===== src/rtl/apb_master_bridge_if.sv =====
// Host request/response port plus APB requester signals for apb_master_bridge.
interface apb_master_bridge_if #(
    parameter int unsigned DATA_W = 64,
    parameter int unsigned ADDR_W = 64
);
    logic              req_valid;
    logic              req_ready;
    logic              req_write;
    logic [ADDR_W-1:0] req_addr;
    logic [DATA_W-1:0] req_wdata;
    logic              resp_valid;
    logic [DATA_W-1:0] resp_rdata;
    logic              resp_err;
    logic              cs;
    logic              PSEL1;
    logic              PSEL2;
    logic              PENABLE;
    logic              PWRITE;
    logic [ADDR_W-1:0] PADDR;
    logic [DATA_W-1:0] PWDATA;
    logic [DATA_W-1:0] PRDATA;
    logic              PREADY;
    logic              slverr;

    modport master (
        input  req_valid, req_write, req_addr, req_wdata, PRDATA, PREADY, slverr,
        output req_ready, resp_valid, resp_rdata, resp_err,
               cs, PSEL1, PSEL2, PENABLE, PWRITE, PADDR, PWDATA
    );

    modport slave (
        output req_valid, req_write, req_addr, req_wdata, PRDATA, PREADY, slverr,
        input  req_ready, resp_valid, resp_rdata, resp_err,
               cs, PSEL1, PSEL2, PENABLE, PWRITE, PADDR, PWDATA
    );
endinterface


===== src/rtl/apb_master_bridge.sv =====
// Single-outstanding APB requester: host valid/ready in, SETUP/ACCESS out,
// one-cycle response strobe with slave error or timeout.
module apb_master_bridge #(
    parameter int unsigned DATA_W  = 64,
    parameter int unsigned ADDR_W  = 64,
    parameter int unsigned SEL_LSB = 6,
    parameter int unsigned TIMEOUT = 16
) (
    input  logic                 PCLK,
    input  logic                 PRESETn,
    apb_master_bridge_if.master  bus
);
    localparam int unsigned CNT_W = $clog2(TIMEOUT + 1);
    localparam logic [CNT_W-1:0] CNT_MAX  = CNT_W'(TIMEOUT);
    localparam logic [CNT_W-1:0] CNT_LAST = CNT_W'(TIMEOUT - 1);

    typedef enum logic [1:0] {
        IDLE   = 2'd0,
        SETUP  = 2'd1,
        ACCESS = 2'd2
    } state_t;

    state_t           state;
    logic [CNT_W-1:0] wait_cnt;
    logic             accept;
    logic             ready_qual;

    assign bus.req_ready = (state == IDLE) && !PRESETn;
    assign accept        = bus.req_valid && bus.req_ready;
    // The first ACCESS cycle may still see the previous transfer's PREADY.
    assign ready_qual    = bus.PREADY && (wait_cnt != '0);

    always_ff @(posedge PCLK or posedge PRESETn) begin
        if (PRESETn) begin
            state          <= IDLE;
            wait_cnt       <= '0;
            bus.resp_valid <= 1'b0;
            bus.resp_rdata <= '0;
            bus.resp_err   <= 1'b0;
            bus.cs         <= 1'b0;
            bus.PSEL1      <= 1'b0;
            bus.PSEL2      <= 1'b0;
            bus.PENABLE    <= 1'b0;
            bus.PWRITE     <= 1'b0;
            bus.PADDR      <= '0;
            bus.PWDATA     <= '0;
        end else begin
            case (state)
                IDLE: begin
                    bus.resp_valid <= 1'b0;
                    if (accept) begin
                        bus.cs      <= 1'b1;
                        bus.PENABLE <= 1'b0;
                        bus.PSEL1   <= bus.req_addr[SEL_LSB];
                        bus.PSEL2   <= bus.req_addr[SEL_LSB+1];
                        bus.PWRITE  <= bus.req_write;
                        bus.PADDR   <= ADDR_W'(bus.req_addr[SEL_LSB-1:0]);
                        bus.PWDATA  <= bus.req_wdata;
                        state       <= SETUP;
                    end
                end
                SETUP: begin
                    bus.PENABLE <= 1'b1;
                    wait_cnt    <= '0;
                    state       <= ACCESS;
                end
                ACCESS: begin
                    if (wait_cnt != CNT_MAX) begin
                        wait_cnt <= wait_cnt + CNT_W'(1);
                    end
                    if (ready_qual) begin
                        bus.resp_valid <= 1'b1;
                        bus.resp_err   <= bus.slverr;
                        bus.resp_rdata <= (!bus.PWRITE && !bus.slverr) ? bus.PRDATA : '0;
                        bus.cs         <= 1'b0;
                        bus.PENABLE    <= 1'b0;
                        state          <= IDLE;
                    end else if (wait_cnt == CNT_LAST) begin
                        // No slave answered in time: report an error with zero data.
                        bus.resp_valid <= 1'b1;
                        bus.resp_err   <= 1'b1;
                        bus.resp_rdata <= '0;
                        bus.cs         <= 1'b0;
                        bus.PENABLE    <= 1'b0;
                        state          <= IDLE;
                    end
                end
                default: begin
                    state <= IDLE;
                end
            endcase
        end
    end
endmodule


===== src/flat_wrapper.sv =====
// flat-port wrapper written by rule: the top's interface ports become plain ports
module apb_master_bridge_flat 
#(
    parameter int unsigned DATA_W  = 64,
    parameter int unsigned ADDR_W  = 64,
    parameter int unsigned SEL_LSB = 6,
    parameter int unsigned TIMEOUT = 16
)
  (PCLK, PRESETn, bus_req_valid, bus_req_write, bus_req_addr, bus_req_wdata, bus_PRDATA, bus_PREADY, bus_slverr, bus_req_ready, bus_resp_valid, bus_resp_rdata, bus_resp_err, bus_cs, bus_PSEL1, bus_PSEL2, bus_PENABLE, bus_PWRITE, bus_PADDR, bus_PWDATA);
  apb_master_bridge_if #(.DATA_W(DATA_W), .ADDR_W(ADDR_W)) bus_i ();
  input  logic PCLK;
  input  logic PRESETn;
  input wire logic [$bits(bus_i.req_valid)-1:0] bus_req_valid;
  input wire logic [$bits(bus_i.req_write)-1:0] bus_req_write;
  input wire logic [$bits(bus_i.req_addr)-1:0] bus_req_addr;
  input wire logic [$bits(bus_i.req_wdata)-1:0] bus_req_wdata;
  input wire logic [$bits(bus_i.PRDATA)-1:0] bus_PRDATA;
  input wire logic [$bits(bus_i.PREADY)-1:0] bus_PREADY;
  input wire logic [$bits(bus_i.slverr)-1:0] bus_slverr;
  output wire logic [$bits(bus_i.req_ready)-1:0] bus_req_ready;
  output wire logic [$bits(bus_i.resp_valid)-1:0] bus_resp_valid;
  output wire logic [$bits(bus_i.resp_rdata)-1:0] bus_resp_rdata;
  output wire logic [$bits(bus_i.resp_err)-1:0] bus_resp_err;
  output wire logic [$bits(bus_i.cs)-1:0] bus_cs;
  output wire logic [$bits(bus_i.PSEL1)-1:0] bus_PSEL1;
  output wire logic [$bits(bus_i.PSEL2)-1:0] bus_PSEL2;
  output wire logic [$bits(bus_i.PENABLE)-1:0] bus_PENABLE;
  output wire logic [$bits(bus_i.PWRITE)-1:0] bus_PWRITE;
  output wire logic [$bits(bus_i.PADDR)-1:0] bus_PADDR;
  output wire logic [$bits(bus_i.PWDATA)-1:0] bus_PWDATA;
  assign bus_i.req_valid = bus_req_valid;
  assign bus_i.req_write = bus_req_write;
  assign bus_i.req_addr = bus_req_addr;
  assign bus_i.req_wdata = bus_req_wdata;
  assign bus_i.PRDATA = bus_PRDATA;
  assign bus_i.PREADY = bus_PREADY;
  assign bus_i.slverr = bus_slverr;
  assign bus_req_ready = bus_i.req_ready;
  assign bus_resp_valid = bus_i.resp_valid;
  assign bus_resp_rdata = bus_i.resp_rdata;
  assign bus_resp_err = bus_i.resp_err;
  assign bus_cs = bus_i.cs;
  assign bus_PSEL1 = bus_i.PSEL1;
  assign bus_PSEL2 = bus_i.PSEL2;
  assign bus_PENABLE = bus_i.PENABLE;
  assign bus_PWRITE = bus_i.PWRITE;
  assign bus_PADDR = bus_i.PADDR;
  assign bus_PWDATA = bus_i.PWDATA;
  apb_master_bridge #(.DATA_W(DATA_W), .ADDR_W(ADDR_W), .SEL_LSB(SEL_LSB), .TIMEOUT(TIMEOUT)) u_core (.PCLK(PCLK), .PRESETn(PRESETn), .bus(bus_i));
endmodule

===== config.mk =====
export PLATFORM = sky130hd
export DESIGN_NAME = apb_master_bridge_flat
export DESIGN_NICKNAME = d
export VERILOG_FILES = /design/src/rtl/apb_master_bridge_if.sv /design/src/rtl/apb_master_bridge.sv /design/src/flat_wrapper.sv
export SDC_FILE = /design/constraint.sdc
export NUM_CORES = 1
export LEC_CHECK = 0
export ABC_CLOCK_PERIOD_IN_PS = 7330
export CAP_MARGIN = 20
export CORE_AREA = 2 2 154 156
export CTS_BUF_LIST = sky130_fd_sc_hd__clkbuf_4
export CTS_CLUSTER_SIZE = 10
export DETAILED_ROUTE_END_ITERATION = 10
export DIE_AREA = 0 0 156 158
export DONT_BUFFER_PORTS = 1
export PLACE_DENSITY_LB_ADDON = 0.08
export SYNTH_ARGS = -nofsm -noshare
export SYNTH_HDL_FRONTEND = slang
export SYNTH_SLANG_ARGS = --single-unit

===== constraint.sdc =====
create_clock -name PCLK -period 7.33 [get_ports PCLK]
set_clock_uncertainty 0.05 [all_clocks]
set_input_delay 1.8325 -clock PCLK [delete_from_list [all_inputs] [get_ports PCLK]]
set_output_delay 1.8325 -clock PCLK [all_outputs]
set_load 0.1 [all_outputs]

* Yosys cells after proc, flatten, opt, wreduce, memory -nomap -nowiden
Cells that the tools add are included.
** Word-level totals
- Output and inout port bits :: 200
- Memories :: 0
- Latch bits :: 0
- Bits in read-only memories :: 0
- Register bits after elaboration :: 148
- RAM bits :: 0
- Logic and storage cells :: 59
** Cells by class
- Shift-type cells :: 0
- Multiplexer cells :: 19
- Reduce and logical (&&, ||, !) cells :: 20
- Bitwise logic cells :: 0
- Div/mod/pow operators :: 0
- Multiply operators :: 0
- Add/sub/neg operators :: 1
- Equal/unequal tests :: 7
- $lt $le $gt $ge :: 0
** Operators with widths (count)
- two-way mux 64 bit :: 3
- one-hot mux 5 bit (2 select lines) :: 1
- AND reduction 2 bit :: 5
- two-way mux 1 bit :: 7
- two-way mux 2 bit :: 3
- one-hot mux 2 bit (3 select lines) :: 1
- AND reduction 3 bit :: 2
- nonzero test 2 bit :: 3
- adder 5 x 1 -> 5 bit, second input constant :: 1
- == test 5 x 4 -> 1 bit, second input constant :: 1
- two-way mux 5 bit :: 1
- != test 5 bit, second input constant :: 1
- nonzero test 5 bit :: 1
- logical AND 1 bit :: 4
- != test 2 x 1 -> 1 bit, second input constant :: 2
- one-hot mux 1 bit (2 select lines) :: 2
- zero test 1 bit :: 3
- != test 3 x 1 -> 1 bit, second input constant :: 1
- one-hot mux 1 bit (3 select lines) :: 1
- nonzero test 3 bit :: 1
- == test 2 x 1 -> 1 bit, second input constant :: 1
- == test 2 bit, second input constant :: 1
- zero test 2 bit :: 1

* Logic depth before layout (Yosys ltp)
- Depth after elaboration :: 5
- Mapped depth :: 8
- Gate-level depth less buffers :: 7

* Worst setup path before layout
No wires, ideal clock.
- Path type :: input to output
- From :: input PRESETn
- To :: output bus_req_ready
- Path buffers :: 0
- Stages on the path :: 1
- Arrival :: 3168 ps
- Setup slack :: 2280 ps
- Cell sequence :: nor2b_1
** On the way
- Longest elaborated chain between the ends :: 2
** RTL lines
- from (decl) :: line flat_wrapper.sv:12 : input logic PRESETn;
- zero test 1 bit :: line apb_master_bridge.sv:28 : assign bus.req_ready = (state == IDLE) && !PRESETn;
- logical AND 1 bit :: line apb_master_bridge.sv:28
- to (decl) :: line flat_wrapper.sv:20 : output wire logic [$bits(bus_i.req_ready)-1:0] bus_req_ready;
No other way between the ends.

* Worst setup path after layout
Same ends and word-level chain as after synthesis.

==> report_table.html <==
<table>
<tr><th>Metric</th><th>Value</th></tr>
<tr><th colspan="2">Setup path</th></tr>
<tr><td>Crit-path cells</td><td>nor2b_2</td></tr>
<tr><td>Type of element launching the critical path</td><td>primary input</td></tr>
<tr><td>Req. time, crit path</td><td>5.45 ns</td></tr>
<tr><td>Endpoint type of the worst setup path</td><td>output port</td></tr>
<tr><td>Slowest cell on the critical path</td><td>sky130_fd_sc_hd__nor2b_2</td></tr>
<tr><td>Reg-to-reg slack, setup</td><td>4.86 ns</td></tr>
<tr><td>Critical path class</td><td>in -&gt; out</td></tr>
<tr><td>Largest stage delay on the critical path</td><td>0.80 ns</td></tr>
<tr><td>Critical path arrival</td><td>2.64 ns</td></tr>
<tr><td>Top cell family by delay on the critical path</td><td>simple AND/OR/NAND/NOR gates</td></tr>
<tr><td>Critical path peak fanout</td><td>4</td></tr>
<tr><td>Count of buffer and inverter cells on the critical path</td><td>0</td></tr>
<tr><th colspan="2">Yosys</th></tr>
<tr><td>Synthesized-area fraction occupied by xor and xnor cells</td><td>0%</td></tr>
<tr><td>Number of distinct library cell variants in the gate-level netlist after synthesis</td><td>34</td></tr>
<tr><td>Cells taking the most area after synthesis</td><td>sky130_fd_sc_hd__dfrtp_1 (60%), sky130_fd_sc_hd__nand2_1 (14%), sky130_fd_sc_hd__a22o_2 (8.0%)</td></tr>
<tr><td>Number of enable flip-flop cells after synthesis</td><td>0</td></tr>
<tr><td>Average cell area after synthesis</td><td>10.65 sq um</td></tr>
<tr><td>Adder and majority gate portion of the synthesized area</td><td>1.218%</td></tr>
<tr><td>Share of cell area taken by muxes after synthesis</td><td>0.8321%</td></tr>
<tr><td>Async SR Flop Fraction</td><td>100.0%</td></tr>
<tr><td>Number of synthesis warnings</td><td>0</td></tr>
<tr><td>Number of synthesized register bits</td><td>148</td></tr>
<tr><td>Most instantiated library cell after synthesis</td><td>sky130_fd_sc_hd__nand2_1</td></tr>
<tr><td>Number of standard cells after synthesis</td><td>579</td></tr>
<tr><td>Synthesized area</td><td>0.006165 sq mm</td></tr>
<tr><td>Combinational family with the most area after synthesis</td><td>simple AND/OR/NAND/NOR gates</td></tr>
<tr><td>Basic-gate share of the synthesized area counting and, or, nand and nor cells</td><td>15.63%</td></tr>
<tr><td>Biggest area consumer among synthesized cells</td><td>sky130_fd_sc_hd__dfrtp_1</td></tr>
<tr><td>Yosys top cell area share</td><td>60.08%</td></tr>
<tr><td>Top post-synthesis cells by count</td><td>sky130_fd_sc_hd__nand2_1 (227), sky130_fd_sc_hd__dfrtp_1 (148), sky130_fd_sc_hd__buf_4 (59)</td></tr>
<tr><td>Top FF cell, synth</td><td>sky130_fd_sc_hd__dfrtp_1</td></tr>
<tr><td>Proportion of synthesized chip area in sequential cells</td><td>60.08%</td></tr>
<tr><td>Post-synthesis compound-gate area fraction</td><td>11.75%</td></tr>
<tr><th colspan="2">Floorplan</th></tr>
<tr><td>Cell Rows</td><td>56</td></tr>
<tr><td>Initial standard-cell utilization of the core</td><td>26.74%</td></tr>
<tr><td>Total I/O pin count</td><td>398</td></tr>
<tr><td>Core ar.</td><td>0.02305 sq mm</td></tr>
<tr><td>Die boundary height</td><td>158 microns</td></tr>
<tr><td>DIE WIDTH</td><td>156 microns</td></tr>
<tr><td>Die footprint</td><td>0.02465 sq mm</td></tr>
<tr><th colspan="2">Layout</th></tr>
<tr><td>Post-layout instance area</td><td>0.006462 sq mm</td></tr>
<tr><td>Number of inserted filler cells in the final layout</td><td>2383</td></tr>
<tr><td>Share of final-layout standard cells stronger than drive strength 1</td><td>16.24%</td></tr>
<tr><td>Layout net count</td><td>776</td></tr>
<tr><td>Synthesis-to-layout area growth</td><td>4.831%</td></tr>
<tr><th colspan="2">Clocking</th></tr>
<tr><td>CTS H-Tree Depth</td><td>4</td></tr>
<tr><td>CTS root buffer</td><td>sky130_fd_sc_hd__clkbuf_4</td></tr>
<tr><td>CTS tree</td><td>done</td></tr>
<tr><td>Hold_buf cts</td><td>0</td></tr>
<tr><td>Source-to-sink clock delay at the later pin of the worst-skew pair</td><td>0.52 ns</td></tr>
<tr><td>Cells resized by post-CTS repair</td><td>0</td></tr>
<tr><td>Worst-path clk slew</td><td>0.13 ns</td></tr>
<tr><td>Maximum root-to-sink buffer count</td><td>2</td></tr>
<tr><td>TritonCTS sink count</td><td>148</td></tr>
<tr><td>Count of buffers added by post-CTS timing repair for setup</td><td>0</td></tr>
<tr><td>Num CTS Buffers</td><td>17</td></tr>
<tr><th colspan="2">Route</th></tr>
<tr><td>Antenna-violating nets left</td><td>0</td></tr>
<tr><td>DRT Pass-1 Iters</td><td>4</td></tr>
<tr><td>Post-route DRC violation count</td><td>0</td></tr>
<tr><td>Via density per instance</td><td>4.344</td></tr>
<tr><td>Average routed wire per standard cell</td><td>17.67 microns</td></tr>
<tr><td>Number of DRC markers in iteration 0</td><td>243</td></tr>
<tr><td>Via count</td><td>3805</td></tr>
<tr><td>Detailed-route wire length</td><td>15.48 mm</td></tr>
<tr><th colspan="2">STA</th></tr>
<tr><td>Actual slew at the worst max-slew pin</td><td>1.055 ns</td></tr>
<tr><td>Final WS setup</td><td>2.812 ns</td></tr>
<tr><td>Max transition margin</td><td>29.37%</td></tr>
<tr><td>F_max</td><td>0.2213 GHz</td></tr>
<tr><td>Final setup violation count</td><td>0</td></tr>
<tr><td>Period Utilization, post-route</td><td>61.64%</td></tr>
<tr><td>Count of pins over their slew limit</td><td>0</td></tr>
<tr><td>Tmin final</td><td>4.518 ns</td></tr>
<tr><td>Final hold violation count</td><td>0</td></tr>
<tr><td>Setup repair after global routing missed its margin</td><td>no</td></tr>
<tr><td>Sum of negative setup slack</td><td>0 ns</td></tr>
<tr><th colspan="2">Flow run</th></tr>
<tr><td>Count of max-cap constraint violations</td><td>0</td></tr>
<tr><th colspan="2">Global route</th></tr>
<tr><td>Leftover overflow at the end of global routing</td><td>0</td></tr>
<tr><td>Antenna violations before repair</td><td>1</td></tr>
<tr><td>Pin count of the biggest net entering global routing</td><td>81</td></tr>
<tr><td>Global-route wire length before repair</td><td>21.89 mm</td></tr>
<tr><td>Number of global-route vias before repair</td><td>3887</td></tr>
<tr><td>Global router's overall resource usage</td><td>11.62%</td></tr>
<tr><th colspan="2">Status</th></tr>
<tr><td>Status</td><td>complete, no violations</td></tr>
<tr><th colspan="2">Placed design</th></tr>
<tr><td>Setup slack at placement</td><td>2.809 ns</td></tr>
<tr><td>Sum of net half-perimeters after detailed placement</td><td>10.39 mm</td></tr>
<tr><td>Port Buffers</td><td>0</td></tr>
<tr><td>Dpl cell area</td><td>0.006192 sq mm</td></tr>
<tr><td>Final RePlAce weighted congestion</td><td>0.7294</td></tr>
<tr><th colspan="2">Worst hold path</th></tr>
<tr><td>Worst Hold Class</td><td>reg -&gt; reg</td></tr>
</table>
==> worst paths after layout <==
check,depth (start not counted),endpoint,start
max,1,bus_req_ready,PRESETn
min,1,u_core.wait_cnt[0],u_core.wait_cnt[0]
max reg2reg,8,u_core.bus.PWDATA[17],u_core.state[0]
min reg2reg,1,u_core.wait_cnt[0],u_core.wait_cnt[0]
max in group asynchronous,2,u_core.bus.resp_rdata[8],PRESETn
min in group asynchronous,1,u_core.bus.PWDATA[24],PRESETn
==> routing by layer <==
| metal | global-route usage (%) | up-vias | routed length (microns) |
|---|---|---|---|
| li1 | - | 1760 | - |
| met1 | 12.63 | 1822 | 6077 |
| met2 | 19.09 | 215 | 7261 |
| met3 | 6.926 | 8 | 1986 |
| met4 | 3.539 | 0 | 150 |
| met5 | 0 | - | 0 |
==> logic make-up (layout without fill, tap and decap cells) <==
family	Yosys count	count (layout)
AO/OA/AOI/OAI	78	78
adder cells (fa/ha/maj)	6	6
buffers and inverters	99	48
flip-flops	148	148
multiplexers	5	5
other	1	59
AND/OR/NAND/NOR	242	242
==> state kept, by name, summed over array words and instances (netlist names) <==
register               flops
u_core.wait_cnt            5
u_core.bus.PSEL2           1
u_core.bus.PWRITE          1
u_core.bus.PENABLE         1
u_core.bus.PADDR           6
u_core.bus.resp_rdata     64
u_core.bus.resp_err        1
u_core.bus.PWDATA         64
u_core.bus.resp_valid      1
u_core.bus.PSEL1           1
u_core.state               2
u_core.bus.cs              1
==> per-stage QoR <==
stage / hold slack, ns / std cells / util (%)
finish: 0.4957 / 876 / 28.03
global route: 0.5238 / 876 / 28.03
CTS: 0.4994 / 875 / 28.02
detailed placement: 0.4786 / 843 / 26.86
global placement: 0.4693 / 843 / 26.86
floorplan: 0.4389 / 636 / -
==> cell type report <==
class / count / area, sq um / share of cell area (%)
clock inverter: 13 / 125.1 / 1.936
multi-input combinational: 389 / 2042 / 31.60
sequential: 148 / 3704 / 57.31
clock buffer: 19 / 142.6 / 2.207
timing repair buffer: 5 / 37.54 / 0.5808
inverter: 11 / 46.29 / 0.7164
tap: 290 / 362.8 / 5.615
antenna: 1 / 2.502 / 0.03872
==> layout by cell type, fill, tap and decap left out, types with 2 or more instances in the layout <==
cell type | synthesis | routed
sky130_fd_sc_hd__nand2_1 | 227 | 227
sky130_fd_sc_hd__dfrtp_1 | 148 | 148
sky130_fd_sc_hd__conb_1 | 1 | 58
sky130_fd_sc_hd__a22o_2 | 49 | 49
sky130_fd_sc_hd__clkbuf_4 | 0 | 19
sky130_fd_sc_hd__a22o_1 | 16 | 16
sky130_fd_sc_hd__inv_1 | 11 | 9
sky130_fd_sc_hd__inv_6 | 0 | 6
sky130_fd_sc_hd__ha_1 | 6 | 6
sky130_fd_sc_hd__buf_4 | 59 | 5
sky130_fd_sc_hd__mux2i_1 | 4 | 4
sky130_fd_sc_hd__o21ai_0 | 4 | 4
sky130_fd_sc_hd__clkinvlp_4 | 0 | 4
sky130_fd_sc_hd__nand2b_1 | 3 | 3
sky130_fd_sc_hd__and3_2 | 2 | 2
sky130_fd_sc_hd__nand3_1 | 2 | 2
sky130_fd_sc_hd__nor3b_1 | 2 | 2
sky130_fd_sc_hd__clkinv_4 | 0 | 2
Power is not shown: default switching activity piles up to over one toggle a cycle in this logic, so the estimate is an artifact.
